File: src/rtl/eth_reset_sequencer.sv
// rtl/eth_reset_sequencer.sv - ordered per-stage reset release with ready timeout and soft re-sequence
// Optional: ETH_RST_SEQ_MONITOR_EN adds ready_i loss detection while in DONE.
module eth_reset_sequencer #(
    parameter int num_stages_p     = 3,
    parameter int hold_cycles_p    = 16,
    parameter int timeout_cycles_p = 1024
) (
    input  logic                    clk_i,
    input  logic                    reset_i,
    input  logic [num_stages_p-1:0] ready_i,
    input  logic                    soft_reset_v_i,
    output logic                    soft_reset_ready_and_o,
    output logic [num_stages_p-1:0] reset_o,
    output logic                    done_o,
    output logic                    error_o,
    output logic [((num_stages_p > 1) ? $clog2(num_stages_p) : 1)-1:0] stage_o
);

    localparam int sw_lp = (num_stages_p > 1) ? $clog2(num_stages_p) : 1;
    localparam int hw_lp = (hold_cycles_p > 1) ? $clog2(hold_cycles_p) : 1;
    localparam int tw_lp = $clog2(timeout_cycles_p);

    localparam logic [hw_lp-1:0] hold_last_lp    = hw_lp'(hold_cycles_p - 1);
    localparam logic [tw_lp-1:0] timeout_last_lp = tw_lp'(timeout_cycles_p - 1);
    localparam logic [sw_lp-1:0] stage_last_lp   = sw_lp'(num_stages_p - 1);

    typedef enum logic [2:0] {
        S_ASSERT,
        S_RELEASE,
        S_WAIT,
        S_DONE,
        S_ERROR
    } state_t;

    state_t                   state_r, state_n;
    logic [hw_lp-1:0]         hold_r, hold_n;
    logic [tw_lp-1:0]         timer_r, timer_n;
    logic [sw_lp-1:0]         idx_r, idx_n;
    logic [num_stages_p-1:0]  rst_r, rst_n;
`ifdef ETH_RST_SEQ_MONITOR_EN
    logic [num_stages_p-1:0]  low_r, low_n;
    logic [num_stages_p-1:0]  lost;
`endif

    always_ff @(posedge clk_i) begin
        if (reset_i) begin
            state_r <= S_ASSERT;
            hold_r  <= '0;
            timer_r <= '0;
            idx_r   <= '0;
            rst_r   <= '1;
`ifdef ETH_RST_SEQ_MONITOR_EN
            low_r   <= '0;
`endif
        end else begin
            state_r <= state_n;
            hold_r  <= hold_n;
            timer_r <= timer_n;
            idx_r   <= idx_n;
            rst_r   <= rst_n;
`ifdef ETH_RST_SEQ_MONITOR_EN
            low_r   <= low_n;
`endif
        end
    end

    always_comb begin
        state_n = state_r;
        hold_n  = hold_r;
        timer_n = timer_r;
        idx_n   = idx_r;
        rst_n   = rst_r;
`ifdef ETH_RST_SEQ_MONITOR_EN
        low_n   = '0;
        lost    = '0;
`endif
        case (state_r)
            S_ASSERT: begin
                hold_n = hold_r + 1'b1;
                if (hold_r == hold_last_lp) begin
                    state_n = S_RELEASE;
                    idx_n   = '0;
                end
            end
            S_RELEASE: begin
                rst_n[idx_r] = 1'b0;
                timer_n      = '0;
                state_n      = S_WAIT;
            end
            S_WAIT: begin
                if (ready_i[idx_r]) begin
                    if (idx_r == stage_last_lp) begin
                        state_n = S_DONE;
                    end else begin
                        idx_n   = idx_r + 1'b1;
                        state_n = S_RELEASE;
                    end
                end else if (timer_r == timeout_last_lp) begin
                    state_n = S_ERROR;
                    rst_n   = '1;
                end else begin
                    timer_n = timer_r + 1'b1;
                end
            end
            S_DONE: begin
                rst_n = '0;
`ifdef ETH_RST_SEQ_MONITOR_EN
                // a stage counts as lost only when its ready is low on two consecutive samples
                low_n = ~ready_i;
                lost  = low_r & ~ready_i;
                if (|lost) begin
                    state_n = S_ERROR;
                    rst_n   = '1;
                    for (int i = num_stages_p - 1; i >= 0; i--) begin
                        if (lost[i]) idx_n = sw_lp'(i);
                    end
                end
`endif
            end
            S_ERROR: begin
                rst_n = '1;
            end
            default: begin
                state_n = S_ASSERT;
                hold_n  = '0;
                idx_n   = '0;
                rst_n   = '1;
            end
        endcase

        if (soft_reset_v_i && (state_r == S_DONE || state_r == S_ERROR)) begin
            state_n = S_ASSERT;
            hold_n  = '0;
            timer_n = '0;
            idx_n   = '0;
            rst_n   = '1;
`ifdef ETH_RST_SEQ_MONITOR_EN
            low_n   = '0;
`endif
        end
    end

    assign reset_o                = rst_r;
    assign done_o                 = (state_r == S_DONE);
    assign error_o                = (state_r == S_ERROR);
    assign soft_reset_ready_and_o = (state_r == S_DONE) || (state_r == S_ERROR);
    assign stage_o                = idx_r;

endmodule

File: config.mk
export PLATFORM = sky130hd
export DESIGN_NAME = eth_reset_sequencer
export DESIGN_NICKNAME = d
export VERILOG_FILES = /design/src/rtl/eth_reset_sequencer.sv
export SDC_FILE = /design/constraint.sdc
export NUM_CORES = 1
export LEC_CHECK = 0
export ABC_AREA = 1
export BUFFER_PORTS_ARGS = -buffer_cell sky130_fd_sc_hd__buf_2
export CORE_ASPECT_RATIO = 1.2
export CORE_MARGIN = 5
export CORE_UTILIZATION = 57
export CTS_CLUSTER_DIAMETER = 40
export DETAILED_ROUTE_END_ITERATION = 8
export PLACE_DENSITY = 0.84
export SLEW_MARGIN = 20
export SYNTH_ARGS = -nofsm -noshare
export SYNTH_HDL_FRONTEND = slang
export SYNTH_SLANG_ARGS = --single-unit
File: constraint.sdc
create_clock -name clk_i -period 1.57 [get_ports clk_i]
set_clock_uncertainty 0.05 [all_clocks]
set_input_delay 0.157 -clock clk_i [delete_from_list [all_inputs] [get_ports clk_i]]
set_output_delay 0.157 -clock clk_i [all_outputs]
set_load 0.01 [all_outputs]
==> flow_metrics.tcl <==
set metrics [dict create \
    result_of_the_run "finished, final reports clean" \
    bufs_on_longest_clock_path 2 \
    clockRootBuffer "sky130_fd_sc_hd__clkbuf_4" \
    detail_route.vias_per_cell 5.37 \
    chipWidth_um 54.9 \
    rsz0062_at_grt "true" \
    multi_input_area_um2 847 \
    yosys_warnings 0 \
    post_synth.cell_area_avg_um2 6.63 \
    post-route-period-util 0.944 \
    swShare 0.464 \
    critPathCaptureType "primary output" \
    clk_latency_ps 310 \
    die_area_um2 3510 \
    via_count 1408 \
    final-hold-violation-count 0 \
    cp-start-kind "flip-flop" \
    antennaDiodeCount 0 \
    design_power_total_uw 2300 \
    synth_instances 208 \
    seqCellArea_um2 443 \
    cts_tree "yes" \
    synthesis.area_um2 1380 \
    drc_errors 0 \
    postCtsHoldBufs 0 \
    ctsResizeCount 0 \
    vdd_ir_drop_max_v 0.00122 \
    drt.antenna.violating_nets 0 \
    timing_max_transition_violations_final 0 \
    port_buffers 13 \
    leakagePower_uw 0.000715 \
    power.internal_uw 1230 \
    dp.final_hpwl_um 2400 \
    design.portCount 14 \
    synth_cell_types 23 \
    grt_pass1_vias 1339 \
    layout.nets 244 \
    core_region_area_um2 2310 \
    drt_iter0_drc 58 \
    timing.critical_path.max_delay_family "simple AND/OR/NAND/NOR gates" \
    final-setup-viol-count 0 \
    grt_pass1_wl_um 5360 \
    clk_pin_slew_worst_paths_ps 120 \
    placementRows 19 \
    critPathRequiredTime_ps 1360 \
    die_height_um 63.9 \
    routed_wire_length_per_instance_um 12.0 \
    power.clock.fraction 0.111 \
    power_frac_comb 0.547 \
    synth.net_count 219 \
    cp_num_buf_inv 1 \
    numClockSinks 22 \
    max_slew_margin 0.834 \
    crit_type "flip-flop to primary output" \
    yosysSeqAreaShare 0.319 \
    fraction_of_layout_instances_using_a_drive_strength_above_1 0.251 \
    syn2layout_area_growth_pct 16.5 \
    p_sw_uw 1070 \
    fillerInstances 206 \
    largest_incremental_delay_on_the_critical_path_ps 370 \
    routed_wirelength_um 3150 \
    power_per_cell_area_nw_per_um2 1430 \
    finalHoldWorstSlack_ps 166 \
    worst_ep_arrival_time_ps 1280 \
    gp_routability_congestion 0.815 \
    largest_net_degree_at_the_start_of_global_routing 15 \
    cap_violations 0 \
    drt_pass1_iterations 4 \
    path_common_cell "sky130_fd_sc_hd__nand2_2" \
    cts_max_level 1 \
    antenna_violations_before_repair 0 \
    worstPathMaxFanout 5 \
    pwr-share-seq 0.342 \
    post-cts-setup-buffers 0 \
    worst_hold_path_type "input pin to flip-flop" \
    ys_ff_latch 22 \
    grt_use_total 0.198 \
    start_util 0.598 \
    final.min_clock_period_ps 1480 \
    critPathSlowestCell "sky130_fd_sc_hd__dfxtp_1" \
    globalRoute.totalOverflow 0 \
    tritoncts.num_buffers 3 \
    worstPathCellList "nor2_1, nand2_2, nand2_2, buf_2" \
    maxClockFrequency_ghz 0.674 \
    tightest_slew_ps 248 \
]
[routing by layer]
| metal | vias up | share of wire | global-route usage |
|---|---|---|---|
| met3 | 6 | 0.050 | 0.0372 |
| met2 | 33 | 0.52 | 0.358 |
| li1 | 727 | - | - |
| met5 | - | 0 | 0 |
| met1 | 642 | 0.42 | 0.224 |
| met4 | 0 | 0.012 | 0.0638 |
[power groups by stage]
| stage | clock, uW | combinational [uW] | sequential [uW] |
|---|---|---|---|
| floorplan | 0 | 815 | 808 |
| global placement | 0 | 1180 | 788 |
| detailed placement | 0 | 1210 | 790 |
| CTS | 260 | 1220 | 777 |
| global route | 290 | 1430 | 806 |
| finish | 256 | 1260 | 786 |
[final cells by class]
type / instances / area share
Sequential cell: 22 / 0.275
Inverter: 26 / 0.0623
Tap cell: 31 / 0.0241
Clock buffer: 3 / 0.0140
Multi-Input combinational cell: 157 / 0.527
Timing Repair Buffer: 23 / 0.0973
[cell usage in the layout (no fill, tap or decap), drive strengths merged]
| master | netlist | final |
|---|---|---|
| nor2 | 22 | 22 |
| a21oi | 21 | 21 |
| ha | 5 | 5 |
| o21bai | 1 | 1 |
| nand2 | 60 | 60 |
| xor2 | 1 | 1 |
| nand3 | 32 | 32 |
| nand4 | 6 | 6 |
| dfxtp | 22 | 22 |
| inv | 26 | 26 |
| o21a | 1 | 1 |
| o21ai | 8 | 8 |
| buf | 2 | 23 |
| clkbuf | 1 | 3 |
[tightest hold or removal path, cell delays in order]
cell and delay, ps:
sky130_fd_sc_hd__buf_2 100, sky130_fd_sc_hd__a21oi_4 50, sky130_fd_sc_hd__buf_12 130, sky130_fd_sc_hd__nand3_1 70
[worst paths after layout]
| kind | from | endpoint | slack [ps] | cells after the start |
|---|---|---|---|---|
| max | state_r[1] | soft_reset_ready_and_o | 90 | 4 |
| min | reset_i | reset_o[2] | 170 | 4 |
| max reg2reg | timer_r[0] | timer_r[9] | 100 | 8 |
| min reg2reg | reset_o[2] | reset_o[2] | 440 | 2 |
[cells in the mapped netlist]
master	number	area [um^2]
sky130_fd_sc_hd__dfxtp_1	22	440
sky130_fd_sc_hd__nor2_4	1	11.3
sky130_fd_sc_hd__inv_1	22	82.6
sky130_fd_sc_hd__o21a_1	1	7.51
sky130_fd_sc_hd__nand3_1	28	140
sky130_fd_sc_hd__xor2_1	1	8.76
sky130_fd_sc_hd__ha_1	5	62.6
sky130_fd_sc_hd__a21oi_1	11	55.1
sky130_fd_sc_hd__o21ai_1	2	10.0
sky130_fd_sc_hd__nor2_1	19	71.3
sky130_fd_sc_hd__inv_2	4	15.0
sky130_fd_sc_hd__nor2_2	2	12.5
sky130_fd_sc_hd__nand4_1	6	37.5
sky130_fd_sc_hd__nand2_1	58	218
sky130_fd_sc_hd__clkbuf_1	1	3.75
sky130_fd_sc_hd__o21ai_0	6	30.0
sky130_fd_sc_hd__buf_4	1	7.51
sky130_fd_sc_hd__a21oi_2	9	78.8
sky130_fd_sc_hd__a21oi_4	1	16.3
sky130_fd_sc_hd__nand3_2	4	40.0
sky130_fd_sc_hd__buf_6	1	11.3
sky130_fd_sc_hd__nand2_2	2	12.5
sky130_fd_sc_hd__o21bai_1	1	7.51
[sequential cells by signal, summed over array words and instances (netlist names)]
signal and cells:
state_r 3, timer_r 10, hold_r 4, reset_o 3, stage_o 2
[cell families after synthesis]
kind of cell    after synthesis  synth area share
simple gates                120             0.393
compound gates               31             0.149
buf+inv                      29            0.0870
flops                        22             0.319
fa+ha+maj                     5            0.0453
xor+xnor                      1           0.00635
[metrics by stage]
step | setup TNS (ps) | utilization | cells | setup slack, ps | instance area (um^2)
floorplan | 0 | - | 208 | 142 | 1380
global placement | 0 | 0.672 | 259 | 108 | 1550
detailed placement | 0 | 0.672 | 259 | 54.8 | 1550
CTS | 0 | 0.681 | 262 | 14.1 | 1570
global route | -176 | 0.697 | 262 | -31.3 | 1610
finish | 0 | 0.697 | 262 | 87.3 | 1610
No activity file was read; power rests on OpenSTA's default activity.
